`config.mk`:
```
export PLATFORM = sky130hd
export DESIGN_NAME = seq_arith_4x1b_operand_ser
export DESIGN_NICKNAME = d
export VERILOG_FILES = /design/src/rtl/seq_arith_4x1b_operand_ser.sv
export SDC_FILE = /design/constraint.sdc
export NUM_CORES = 1
export LEC_CHECK = 0
export CAP_MARGIN = 10
export CELL_PAD_IN_SITES_DETAIL_PLACEMENT = 1
export CELL_PAD_IN_SITES_GLOBAL_PLACEMENT = 2
export CORE_ASPECT_RATIO = 1.1
export CORE_MARGIN = 2
export CORE_UTILIZATION = 34
export CTS_CLUSTER_DIAMETER = 60
export DETAILED_ROUTE_END_ITERATION = 10
export GPL_TIMING_DRIVEN = 0
export PLACE_DENSITY_LB_ADDON = 0.1
export REMOVE_ABC_BUFFERS = 1
export SLEW_MARGIN = 30
export SYNTH_ARGS = -nofsm -noshare
export SYNTH_HDL_FRONTEND = slang
export SYNTH_SLANG_ARGS = --single-unit
```
`constraint.sdc`:
```
create_clock -name clk -period 3.5 [get_ports clk]
set_clock_uncertainty 0.1 [all_clocks]
set_input_delay 0.7 -clock clk [delete_from_list [all_inputs] [get_ports clk]]
set_output_delay 0.7 -clock clk [all_outputs]
set_load 0.01 [all_outputs]
```
`src/rtl/seq_arith_4x1b_operand_ser.sv`:
```
// seq_arith_4x1b_operand_ser
//
// Parallel-to-serial operand front end for the bit-serial adder. It accepts a
// pair of NBITS-wide operands over a val/rdy handshake and buffers one word.
// It emits both operands LSB-first, one bit per cycle, in fixed NBITS-cycle
// frames. Frames never stall, and a frame with no accepted word sends zeros.
//
// Ports
//   clk        in   1      clock; all state changes on posedge
//   reset_n    in   1      asynchronous reset, active-low
//   in_val     in   1      operand pair valid
//   in_rdy     out  1      block can accept an operand pair (= no word pending)
//   in_a       in   NBITS  operand A, serialised onto ser0
//   in_b       in   NBITS  operand B, serialised onto ser1
//   ser0       out  1      current bit of A, LSB first
//   ser1       out  1      current bit of B, LSB first
//   ser_first  out  1      high on bit 0 of every frame
//   busy       out  1      current frame carries an accepted word (0 = filler)
module seq_arith_4x1b_operand_ser #(
    parameter int NBITS = 4
) (
    input  logic             clk,
    input  logic             reset_n,
    input  logic             in_val,
    output logic             in_rdy,
    input  logic [NBITS-1:0] in_a,
    input  logic [NBITS-1:0] in_b,
    output logic             ser0,
    output logic             ser1,
    output logic             ser_first,
    output logic             busy
);

    localparam int               CNT_W    = (NBITS > 2) ? $clog2(NBITS) : 1;
    localparam logic [CNT_W-1:0] CNT_LAST = CNT_W'(NBITS - 1);

    logic [CNT_W-1:0] cnt;
    logic [NBITS-1:0] sh_a;
    logic [NBITS-1:0] sh_b;
    logic [NBITS-1:0] pend_a;
    logic [NBITS-1:0] pend_b;
    logic             pend_val;
    logic             fire;
    logic             frame_end;

    assign in_rdy    = !pend_val;
    assign fire      = in_val && in_rdy;
    assign frame_end = (cnt == CNT_LAST);

    assign ser0      = sh_a[0];
    assign ser1      = sh_b[0];
    assign ser_first = (cnt == '0);

    // Frame counter, shift registers and pending flag.
    // At the frame boundary a pending word has priority. Otherwise a word
    // offered in that same cycle goes straight into the shifters, so the
    // one-word buffer is not occupied.
    always_ff @(posedge clk or negedge reset_n) begin
        if (!reset_n) begin
            cnt      <= '0;
            sh_a     <= '0;
            sh_b     <= '0;
            pend_val <= 1'b0;
            busy     <= 1'b0;
        end else begin
            cnt <= frame_end ? '0 : cnt + CNT_W'(1);
            if (frame_end) begin
                if (pend_val) begin
                    sh_a     <= pend_a;
                    sh_b     <= pend_b;
                    pend_val <= 1'b0;
                    busy     <= 1'b1;
                end else if (fire) begin
                    sh_a <= in_a;
                    sh_b <= in_b;
                    busy <= 1'b1;
                end else begin
                    sh_a <= '0;
                    sh_b <= '0;
                    busy <= 1'b0;
                end
            end else begin
                sh_a <= {1'b0, sh_a[NBITS-1:1]};
                sh_b <= {1'b0, sh_b[NBITS-1:1]};
                if (fire) begin
                    pend_val <= 1'b1;
                end
            end
        end
    end

    // Pending word data; only meaningful while pend_val is set, so it needs
    // no reset.
    always_ff @(posedge clk) begin
        if (fire && !frame_end) begin
            pend_a <= in_a;
            pend_b <= in_b;
        end
    end

endmodule
```
## Word level (Yosys, flattened, before mapping)

Index checks and enable logic that the tools add are counted.
W data, S select, Z words.

| word-level totals | value |
|---|---|
| bits in registers | 20 |
| input port bits | 11 |
| output and inout bits | 5 |

| cells by class | value |
|---|---|
| add/subtract/negate cells | 1 |
| equal/unequal tests | 1 |
| multiplexer cells | 11 |
| reduce and logical (&&, ||, !) cells | 6 |

Operator list:

| kind | count |
|---|---|
| $mux W4 | 6 |
| $mux W1 | 4 |
| $add A2 B1 Y2 const B | 1 |
| $eq A2 B2 Y1 const B | 1 |
| $logic_and A1 B1 Y1 | 2 |
| $logic_not A1 Y1 | 2 |
| $logic_not A2 Y1 | 1 |
| $mux W2 | 1 |
| $reduce_bool A2 Y1 | 1 |

## Longest topological paths before layout

| depth | value |
|---|---|
| depth in word-level cells | 5 |
| depth in mapped cells | 4 |

## Least setup slack after synthesis

Ideal clock, no wire load.

| timing | value |
|---|---|
| path kind | input port to flip-flop |
| from | in in_val |
| to | reg pend_a[0] (enable) |
| library setup time | 0.385 ns |
| arrival time | 1.559 ns |
| setup slack | 1.456 ns |
| cell stages on the path | 2 |
| cells stage by stage | buf_2 -> nor3b_1 |

| on the way | value |
|---|---|
| cells in the longest elaborated chain, start to end | 2 |

RTL lines:

| element | RTL line | RTL |
|---|---|---|
| from (decl) | 24 | `input logic in_val,` |
| $logic_and A1 B1 Y1 | 47 | `assign fire = in_val && in_rdy;` |
| $logic_and A1 B1 Y1 | 95 | `if (fire && !frame_end) begin` |
| to (signal assigned) | 96 | `pend_a <= in_a;` |
| to (decl) | 40 | `logic [NBITS-1:0] pend_a;` |

No other way between the ends.
A chain may end at the register's enable or synchronous reset.

## Final worst setup path

| timing | value |
|---|---|
| from | reg pend_val |
| to | out in_rdy |

| on the way | value |
|---|---|
| cells in the longest elaborated chain, start to end | 1 |

RTL lines:

| element | RTL line | RTL |
|---|---|---|
| from (decl) | 42 | `logic pend_val;` |
| from (signal assigned) | 63 | `pend_val <= 1'b0;` |
| from (signal assigned) | 71 | `pend_val <= 1'b0;` |
| from (signal assigned) | 86 | `pend_val <= 1'b1;` |
| $logic_not A1 Y1 | 46 | `assign in_rdy = !pend_val;` |
| to (decl) | 25 | `output logic in_rdy,` |

No other way between the ends.

==> results.toml <==
[critical_path]
worstPathMaxFanout = 19
worstSetupPathType = "reg2out"
cp.arrival_ps = 1570
worstPathRequired_ps = 2700
cp-start-kind = "flop"
critPathCaptureType = "primary output"

[synth]
ys_warn_count = 0
synth_xor_area_share_pct = 0
synth_area_per_cell_um2 = 12.3
synth_fa_ha_area_share_pct = 3.12
synth-seq-cells = 20
synth_cells = 65
synth_top_family_by_area = "simple AND/OR/NAND/NOR gates"
synthMuxAreaShare_pct = 0
synth_compound_area_share_pct = 7.18
synth_simple_gate_area_share_pct = 16.8
synth_seq_area_share_pct = 67.4
syn-cell-area_um2 = 802
yosysUniqueCellTypes = 13

[sta]
fin_tns_setup_ps = 0
finalCriticalPeriod_ps = 2370
holdWs_ps = 359
finalWorstSetupSlack_ps = 1130
rsz0062_at_grt = "no"
slew_violations = 0
hold_viol_final = 0
max_freq_mhz = 422
slew_headroom_pct = 55.4
setup_viol = 0
post-route-period-util_pct = 67.7
worst_pin_slew_ps = 667

[clock_tree]
cts_sinks = 20
cts_root_buf = "clkbuf_4"
cts_tree = "built"
insertion_delay_ps = 300
cts_made_buffers = 3
h-tree-depth = 1
clock_path_buffers = 2
postCtsHoldBufs = 0
post_cts_resized = 0
post_cts_buffers = 0
clkTransAtPathRegs_ps = 120

[power]
p_clk_share_pct = 38.9
switching_share_pct = 18.7
power_w = 0.000477
combPwrFrac_pct = 6.8
p_leak_nw = 0.404
peakVddDrop_uv = 274
powerDensity_nw_per_um2 = 471
power_frac_seq_pct = 54.3
switchingPower_w = 0.0000894
p_int_w = 0.000388

[floorplanning]
io_pins = 16
rows = 18
die_h_um = 54.9
coreArea_um2 = 2250
start_util_pct = 35.6
dieArea_um2 = 2760
die_w_um = 50.3

[outcome]
status = "completed"

[route]
final_antenna_net_count = 0
drt_pass1_iterations = 3
wl_um = 1430
drc_errors = 0
vias = 524
drt-initial-drc-count = 5
wl_per_cell_um = 13.0
viasPerCell = 4.76

[min_path]
min_path_type = "reg2reg"

[finish]
diodes = 0
nNetsFinal = 94
drive_gt1_share_pct = 6.25
n_fill_cell = 255
final_util_pct = 45.1
area_growth_pct = 26.5

[placement]
hpwl_um = 965
dp_slack_ps = 920
gp_congestion = 0.629
port_buffers = 15

[global_route]
antenna_found_initial = 0
grt_pass1_wl_um = 2370
grtUsageTotal_pct = 12.3
gr-total-overflow = 0
grt_pass1_vias = 510
grt_start_max_net_pins = 20

[job]
max-cap-violations = 0
sequential cells by signal (all words and copies together), names as in the netlist:
register	count
sh_a	4
cnt	2
sh_b	4
pend_b	4
busy	1
pend_a	4
pend_val	1
synth_stat cells, drive strengths merged:
| cell type | n | share of area [%] |
|---|---|---|
| edfxtp | 8 | 30 |
| nor2 | 10 | 4.7 |
| a21oi | 1 | 0.62 |
| ha | 2 | 3.1 |
| buf | 4 | 4.1 |
| a21boi | 2 | 1.9 |
| nand3b | 8 | 7.5 |
| inv | 3 | 1.4 |
| nand2 | 8 | 3.7 |
| dfrtp | 12 | 37 |
| nor3b | 1 | 0.94 |
| a31oi | 6 | 4.7 |
stage by stage:
step	instances	cell area (µm²)
floorplan	61	769
global placement	106	957
detailed placement	106	962
CTS	110	1010
global route	110	1010
finish	110	1010
cell families after synthesis:
| logic type | after synthesis |
|---|---|
| AO/OA/AOI/OAI | 9 |
| AND/OR/NAND/NOR | 27 |
| buffers and inverters | 7 |
| adder cells (fa/ha/maj) | 2 |
| flip-flops | 20 |
layout by cell type (no fill, tap or decap):
master / count
clkdlybuf4s50_1: 15
dfrtp_1: 12
nor2_1: 10
nand3b_1: 8
nand2_1: 8
edfxtp_1: 8
a31oi_1: 6
inv_1: 3
clkbuf_4: 3
a21boi_1: 2
ha_1: 2
nor3b_2: 1
a21oi_1: 1
bufinv_16: 1
power by group through the flow:
stage | Sequential, W | Combinational, W | Clock, W
6_report | 0.000259 | 0.0000326 | 0.000186
5_1_grt | 0.000261 | 0.0000361 | 0.000202
4_1_cts | 0.000259 | 0.0000336 | 0.000192
3_5_place_dp | 0.000264 | 0.0000334 | 0
3_3_place_gp | 0.000264 | 0.0000328 | 0
2_1_floorplan | 0.000263 | 0.00000972 | 0
final timing paths:
kind,cells after the start,endpoint,slack [ps],from
min in group asynchronous,1,sh_a[0],640,reset_n
max in group asynchronous,1,sh_b[3],2280,reset_n
max reg2reg,2,pend_b[3],1520,cnt[0]
min reg2reg,1,cnt[0],360,cnt[0]
min,1,cnt[0],360,cnt[0]
max,2,in_rdy,1130,pend_val
layer usage:
layer	global-route usage [%]	wire, µm	vias to the layer above
met4	8.11	17	0
met1	14.2	668	255
met2	20.4	678	12
met3	3.49	69	2
li1	-	-	255
met5	0	0	-
cell type report:
cell class / instances / area [µm²] / area share [%]
repair buffers: 15 / 150 / 14.8
clock inverters: 1 / 30.0 / 2.96
flip-flops and latches: 20 / 541 / 53.3
inverters: 3 / 11.3 / 1.11
well taps: 30 / 37.5 / 3.70
multi-input cells: 38 / 223 / 21.9
clock buffers: 3 / 22.5 / 2.22
critical path, stage by stage, from the launching register on:
cell,delay (ps)
dfrtp_1,700
inv_1,80
clkdlybuf4s50_1,490
No activity file was read; power rests on OpenSTA's default activity.
